[src/rtl/dec_vec_issue_q_pkg.sv]
// ============================================================================
// Module  : dec_vec_issue_q_pkg
// Purpose : Shared types for the vector issue queue: the op-class encoding,
//           the formatted issue packet and a small class helper.
// Ports   : none (package)
// Rev     : 1.0  initial release
// ============================================================================
`default_nettype none

package dec_vec_issue_q_pkg;

  // Issue packet width; fixed by the struct layout below.
  localparam int PW = 57;

  typedef enum logic [2:0] {
    VV  = 3'd0,
    XV  = 3'd1,
    VI  = 3'd2,
    VX  = 3'd3,
    VLD = 3'd4,
    VST = 3'd5
  } vec_cls_t;

  // Field order is MSB to LSB.
  typedef struct packed {
    logic [2:0]  cls;
    logic [4:0]  vd;
    logic [4:0]  vs1;
    logic [4:0]  vs2;
    logic [5:0]  funct6;
    logic        vm;
    logic [31:0] scalar;
  } vec_issue_pkt_t;

  // True for the classes that touch memory (vload / vstore).
  function automatic logic is_mem_cls(input logic [2:0] cls);
    return (cls == VLD) || (cls == VST);
  endfunction

endpackage

`default_nettype wire

[src/rtl/dec_vec_issue_q_fifo.sv]
// ============================================================================
// Module  : dec_vec_fifo
// Purpose : Generic in-order DEPTH x PW FIFO with wrapping pointers, an
//           occupancy count and a synchronous flush. Storage is not reset.
// Ports   : clk, rst_l        - clock, async active-low reset
//           i_flush           - clear pointers and count next cycle
//           i_push / i_wdata  - write one entry (caller guarantees not full)
//           i_pop             - retire the head (caller guarantees not empty)
//           o_rdata           - head entry
//           o_count           - occupancy, o_full / o_empty flags
// Rev     : 1.0  initial release
// ============================================================================
`default_nettype none

module dec_vec_fifo #(
  parameter int DEPTH = 4,
  parameter int PW    = 57
) (
  input  logic                     clk,
  input  logic                     rst_l,
  input  logic                     i_flush,
  input  logic                     i_push,
  input  logic [PW-1:0]            i_wdata,
  input  logic                     i_pop,
  output logic [PW-1:0]            o_rdata,
  output logic [$clog2(DEPTH):0]   o_count,
  output logic                     o_full,
  output logic                     o_empty
);

  localparam int AW = $clog2(DEPTH);
  localparam int CW = AW + 1;

  logic [PW-1:0] r_mem [DEPTH];
  logic [AW-1:0] r_wr_ptr;
  logic [AW-1:0] r_rd_ptr;
  logic [CW-1:0] r_count;

  // Pointers are exactly AW bits, so the increment wraps modulo DEPTH.
  always_ff @(posedge clk or negedge rst_l) begin
    if (!rst_l) begin
      r_wr_ptr <= '0;
      r_rd_ptr <= '0;
      r_count  <= '0;
    end else if (i_flush) begin
      r_wr_ptr <= '0;
      r_rd_ptr <= '0;
      r_count  <= '0;
    end else begin
      if (i_push) r_wr_ptr <= r_wr_ptr + 1'b1;
      if (i_pop)  r_rd_ptr <= r_rd_ptr + 1'b1;
      case ({i_push, i_pop})
        2'b10:   r_count <= r_count + 1'b1;
        2'b01:   r_count <= r_count - 1'b1;
        default: r_count <= r_count;
      endcase
    end
  end

  // Data array has no reset; a flushed write is simply never exposed.
  always_ff @(posedge clk) begin
    if (i_push && !i_flush) r_mem[r_wr_ptr] <= i_wdata;
  end

  assign o_rdata = r_mem[r_rd_ptr];
  assign o_count = r_count;
  assign o_full  = (r_count == CW'(DEPTH));
  assign o_empty = (r_count == '0);

endmodule

`default_nettype wire

[src/rtl/dec_vec_issue_q.sv]
// ============================================================================
// Module  : dec_vec_issue_q
// Purpose : Issue queue between the decoder and the vector execution unit.
//           Formats decoded vector instructions into vec_issue_pkt_t, buffers
//           them in order and issues over valid/ready. Tracks pending vector
//           memory ops for the LSU and pulses vq_illegal on class 6/7.
// Config  : RV_VEC_BYPASS_EN - when defined, an empty queue forwards the
//           incoming packet to the vector unit in the same cycle.
// Ports   : clk, rst_l                      - clock, async active-low reset
//           dec_vq_valid/class/instr/rs1_data - decoder request
//           dec_tlu_flush_lower_wb          - pipeline flush
//           vq_dec_stall                    - queue full, decoder holds
//           vq_vu_valid/vq_vu_pkt, vu_vq_ready - issue handshake
//           vq_lsu_mem_pend                 - vload/vstore still queued
//           vq_count                        - occupancy
//           vq_illegal                      - one-cycle illegal-class pulse
// Rev     : 1.0  initial release
// ============================================================================
`default_nettype none

module dec_vec_issue_q
  import dec_vec_issue_q_pkg::*;
#(
  parameter int DEPTH = 4
) (
  input  logic                    clk,
  input  logic                    rst_l,
  input  logic                    dec_vq_valid,
  input  logic [2:0]              dec_vq_class,
  input  logic [31:0]             dec_vq_instr,
  input  logic [31:0]             dec_vq_rs1_data,
  input  logic                    dec_tlu_flush_lower_wb,
  output logic                    vq_dec_stall,
  output logic                    vq_vu_valid,
  output vec_issue_pkt_t          vq_vu_pkt,
  input  logic                    vu_vq_ready,
  output logic                    vq_lsu_mem_pend,
  output logic [$clog2(DEPTH):0]  vq_count,
  output logic                    vq_illegal
);

  localparam int CW = $clog2(DEPTH) + 1;

  vec_issue_pkt_t w_pkt;
  vec_issue_pkt_t w_head;
  logic           w_legal;
  logic           w_accept;
  logic           w_push_req;
  logic           w_bypass_take;
  logic           w_fifo_push;
  logic           w_fifo_pop;
  logic           w_full;
  logic           w_empty;
  logic           w_mem_inc;
  logic           w_mem_dec;
  logic [CW-1:0]  w_count;
  logic [CW-1:0]  r_mem_cnt;
  logic           r_illegal;
  logic           w_unused_instr;

  // Opcode and funct3 are resolved by the decoder and not carried forward.
  assign w_unused_instr = ^{dec_vq_instr[14:12], dec_vq_instr[6:0]};

  // --------------------------------------------------------------------------
  // Packet formatting
  // --------------------------------------------------------------------------
  always_comb begin
    w_pkt        = '0;
    w_pkt.cls    = dec_vq_class;
    w_pkt.vd     = dec_vq_instr[11:7];
    w_pkt.vs1    = dec_vq_instr[19:15];
    w_pkt.vs2    = dec_vq_instr[24:20];
    w_pkt.funct6 = dec_vq_instr[31:26];
    w_pkt.vm     = dec_vq_instr[25];
    if (dec_vq_class == VI)
      w_pkt.scalar = {{27{dec_vq_instr[19]}}, dec_vq_instr[19:15]};
    else if (dec_vq_class == VV)
      w_pkt.scalar = '0;
    else
      w_pkt.scalar = dec_vq_rs1_data;
  end

  // --------------------------------------------------------------------------
  // Push / pop qualification
  // --------------------------------------------------------------------------
  assign w_legal    = (dec_vq_class <= 3'd5);
  assign w_accept   = dec_vq_valid & ~w_full & ~dec_tlu_flush_lower_wb;
  assign w_push_req = w_accept & w_legal;

`ifdef RV_VEC_BYPASS_EN
  logic w_bypass;
  // Bypass only from an empty queue; flush already gates w_push_req.
  assign w_bypass      = w_push_req & w_empty;
  assign w_bypass_take = w_bypass & vu_vq_ready;
  assign vq_vu_valid   = ~w_empty | w_bypass;
  assign vq_vu_pkt     = w_empty ? w_pkt : w_head;
`else
  assign w_bypass_take = 1'b0;
  assign vq_vu_valid   = ~w_empty;
  assign vq_vu_pkt     = w_head;
`endif

  // A bypassed packet consumed this cycle never enters storage.
  assign w_fifo_push = w_push_req & ~w_bypass_take;
  assign w_fifo_pop  = ~w_empty & vu_vq_ready & ~dec_tlu_flush_lower_wb;

  dec_vec_fifo #(
    .DEPTH (DEPTH),
    .PW    (PW)
  ) u_fifo (
    .clk     (clk),
    .rst_l   (rst_l),
    .i_flush (dec_tlu_flush_lower_wb),
    .i_push  (w_fifo_push),
    .i_wdata (w_pkt),
    .i_pop   (w_fifo_pop),
    .o_rdata (w_head),
    .o_count (w_count),
    .o_full  (w_full),
    .o_empty (w_empty)
  );

  // --------------------------------------------------------------------------
  // Pending memory-op counter
  // --------------------------------------------------------------------------
  assign w_mem_inc = w_fifo_push & is_mem_cls(w_pkt.cls);
  assign w_mem_dec = w_fifo_pop  & is_mem_cls(w_head.cls);

  always_ff @(posedge clk or negedge rst_l) begin
    if (!rst_l) begin
      r_mem_cnt <= '0;
    end else if (dec_tlu_flush_lower_wb) begin
      r_mem_cnt <= '0;
    end else begin
      case ({w_mem_inc, w_mem_dec})
        2'b10:   r_mem_cnt <= r_mem_cnt + 1'b1;
        2'b01:   r_mem_cnt <= r_mem_cnt - 1'b1;
        default: r_mem_cnt <= r_mem_cnt;
      endcase
    end
  end

  // --------------------------------------------------------------------------
  // Illegal-class pulse: accepted handshake that carries class 6/7
  // --------------------------------------------------------------------------
  always_ff @(posedge clk or negedge rst_l) begin
    if (!rst_l) r_illegal <= 1'b0;
    else        r_illegal <= w_accept & ~w_legal;
  end

  assign vq_dec_stall    = w_full;
  assign vq_count        = w_count;
  assign vq_lsu_mem_pend = (r_mem_cnt != '0);
  assign vq_illegal      = r_illegal;

endmodule

`default_nettype wire

[config.mk]
export PLATFORM = sky130hd
export DESIGN_NAME = dec_vec_issue_q
export DESIGN_NICKNAME = d
export VERILOG_FILES = /design/src/rtl/dec_vec_issue_q_pkg.sv /design/src/rtl/dec_vec_issue_q_fifo.sv /design/src/rtl/dec_vec_issue_q.sv
export SDC_FILE = /design/constraint.sdc
export NUM_CORES = 1
export LEC_CHECK = 0
export CAP_MARGIN = 25
export CORE_MARGIN = 4
export CORE_UTILIZATION = 45
export CTS_CLUSTER_SIZE = 20
export DETAILED_ROUTE_END_ITERATION = 7
export PLACE_DENSITY = 0.65
export SETUP_SLACK_MARGIN = 0.02
export SLEW_MARGIN = 5
export SYNTH_ARGS = -nofsm -noshare
export SYNTH_HDL_FRONTEND = slang
export SYNTH_SLANG_ARGS = --single-unit
[constraint.sdc]
create_clock -name clk -period 7.08 [get_ports clk]
set_input_delay 1.416 -clock clk [delete_from_list [all_inputs] [get_ports clk]]
set_output_delay 1.416 -clock clk [all_outputs]
set_load 0.005 [all_outputs]
==> results.md <==
- Syn nets: 494
- Seq/Total Area, Yosys: 77.61%
- Final std cells w/o fill: 838
- RD Place Congestion: 0.6922
- Via density: 5.379
- DR iter-0 viols: 295
- Internal power: 2.870 mW
- Final setup vio count: 0
- Synth cell types: 32
- Die H: 150.8 microns
- Fillers: 1462
- Overall Power: 3.752 mW
- Antenna violations before repair: 0
- Syn Inst Count: 416
- Critical path fanouts, max: 37
- Setup TNS: 0 ns
- RSZ-0062 raised after global routing: no
- Largest net degree at the start of global routing: 58
- Worst Setup Slack, final: 2.602 ns
- Routed WL per cell: 21.26 microns
- Port Buffer Count: 125
- Tmin final: 4.478 ns
- I/O pin cnt: 136
- Worst setup startpoint: u_fifo.r_rd_ptr[0]$_DFFE_PN0P_
- # DRC: 0
- Placed Cells: 792
- Pre-CTS setup slack: 2.603 ns
- Die Area: 0.02274 sq mm
- Share of layout cells above drive strength 1: 19.02%
- Gate power share: 22.0%
- Ratio of final minimum period to clock period: 63.24%
- Clock power share: 32.6%
- Via count of the routed design: 4508
- Hpwl dp: 10450 microns
- Die W: 150.8 microns
- Final core utilization: 58.25%
- Hold_sp: r_mem_cnt[2]$_DFFE_PN0P_
- Peak supply drop: 0.2070 mV
- Total global-route track usage: 15.89%
- CTS root buffer: clkbuf_16
- CP arrival: 3.06 ns
- Worst skew pair latency: 0.51 ns
- Num rows: 51
- Vias in the first global route: 4913
- Leak: 3.840 nW
- Synth warnings: 0
- Layout Skew: 0.006778 ns
- Worst flop-to-flop path startpoint: u_fifo.r_rd_ptr[0]$_DFFE_PN0P_
- CTS tree: done
- Routed Antenna Nets: 0
- CTS H-tree depth: 1
- Post-synth top flop: edfxtp_1
- Max_cap viols: 0
- Status: finished clean
- Crit Path Class: reg2out
- Post-Syn Area: 0.009176 sq mm
- Slew headroom: 39.39%
- Max clock buf depth: 3
- Yosys reg bits: 239
- Sw Share: 23.50%
- Post-CTS Hold Buffers: 0
- Layout area overhead: 25.57%
- Worst hold path class: reg2reg
- Antenna diodes: 0
- Maximum clock rate: 223.3 MHz
- Async set-reset flop share out of synthesis: 4.603%
- Hold Vio Cnt, Final: 0
- Post-cts sizing count: 0
- Post-Route WL: 17820 microns
- Register clock-pin slew on the reported worst setup and hold paths: 0.06 ns
- Effective utilization at floorplan: 46.39%
- PD cells: 325.6 mW/mm^2
- Final nets: 632
- GRT overflow: 0
- Cts bufs inserted: 25
- Pins over their slew limit: 0
- Psw: 0.8817 mW
- Core Area: 0.01978 sq mm
- First-pass GRT wire length: 27650 microns
- Worst-margin pin slew: 0.8966 ns
- Mean cell area of the mapped netlist: 22.06 sq um
- CP Launch Type: flip-flop
- CTS sink cnt: 239
- DRT Pass-1 Iters: 4
- Critical path endpoint category: primary output
- Number of flops mapped to enable cells by yosys: 228
- Sequential share of power: 45.4%
- Post-CTS Setup Bufs: 0
- Data required time of the critical path: 5.66 ns
## state kept, by name, summed over array words and instances, names as in the netlist
name,cells
vq_illegal,1
u_fifo.r_wr_ptr,2
u_fifo.o_count,3
u_fifo.r_mem,228
r_mem_cnt,3
u_fifo.r_rd_ptr,2
## final cells by class
class,instances,area [sq um],area share (%)
well taps,265,331.6,2.878
repair buffers,133,1324,11.49
inverters,3,11.26,0.09773
clock buffers,30,644.4,5.592
multi-input cells,152,1957,16.98
clock inverters,16,127.6,1.108
flip-flops and latches,239,7127,61.85
## placed cells by master (no fill, tap or decap), types with 5 or more instances in the layout
cell type / n
clkinv_1: 7
o21ai_0: 5
clkdlybuf4s50_1: 125
nor2_1: 8
mux4_2: 57
clkbuf_1: 5
xnor2_1: 5
nand2_1: 11
clkinv_2: 5
edfxtp_1: 228
dfrtp_1: 9
clkbuf_16: 25
a21o_1: 28
buf_4: 7
nor3_1: 6
## synthesized netlist by cell type, types with 2 or more instances
cell | instances | share of area, %
o21ai_0 | 5 | 0.27
nor2_1 | 9 | 0.37
or3_1 | 2 | 0.14
dfrtp_1 | 11 | 3.0
inv_1 | 3 | 0.12
mux4_2 | 57 | 14
ha_1 | 4 | 0.55
clkbuf_1 | 16 | 0.65
nand2_1 | 11 | 0.45
nor3_1 | 6 | 0.33
buf_2 | 4 | 0.22
edfxtp_1 | 228 | 75
and3_1 | 2 | 0.14
and2_1 | 4 | 0.27
nor3b_1 | 3 | 0.25
xnor2_1 | 5 | 0.48
fa_1 | 2 | 0.44
o31ai_1 | 2 | 0.16
mux2i_1 | 2 | 0.22
a21o_1 | 28 | 2.3
## worst max-delay path, stage by stage (launching register included)
cell	delay, ns
dfrtp_4	0.71
buf_4	0.70
mux4_2	0.59
clkdlybuf4s50_1	0.52
## power by group through the flow
stage / registers [mW] / clock network (mW) / logic [mW]
after global placement: 1.73 / 0 / 0.833
final: 1.70 / 1.22 / 0.827
after detailed placement: 1.74 / 0 / 0.840
after floorplan: 1.68 / 0 / 0.465
after global routing: 1.72 / 1.32 / 0.896
after CTS: 1.71 / 1.26 / 0.847
## stage by stage
stage	cell area, sq um	hold WS, ns
after floorplan	9176	0.4340
after global placement	10730	0.4584
after detailed placement	10750	0.4626
after CTS	11520	0.4694
after global routing	11520	0.5106
final	11520	0.4837
## kinds of logic after synthesis
| logic type | Yosys count | share of synthesized area [%] |
|---|---|---|
| AOI/OAI and AO/OA | 37 | 2.890 |
| xor gates and xnor gates | 6 | 0.5727 |
| adders and majority gates | 6 | 0.9818 |
| buffers and inverters | 25 | 1.159 |
| DFF | 239 | 77.61 |
| muxes | 60 | 14.33 |
| and+or+nand+nor | 43 | 2.454 |
## routing by layer
metal / global-route usage, % / up-vias / routed length (microns)
li1: - / 2001 / -
met1: 21.71 / 2340 / 7480
met2: 26.08 / 137 / 8645
met3: 4.099 / 30 / 1295
met4: 3.581 / 0 / 395
met5: 0 / - / 0
## path summary, 6_finish.rpt
kind	endpoint	slack [ns]	cells after the start
max	vq_vu_pkt[31]	2.60	3
min	r_mem_cnt[2]$_DFFE_PN0P_	0.48	1
max reg2reg	r_mem_cnt[2]$_DFFE_PN0P_	3.44	8
min reg2reg	r_mem_cnt[2]$_DFFE_PN0P_	0.48	1
max in group asynchronous	u_fifo.r_rd_ptr[0]$_DFFE_PN0P_	5.43	1
min in group asynchronous	r_mem_cnt[2]$_DFFE_PN0P_	1.25	1
Note: power is estimated with default switching activity, not from simulation.
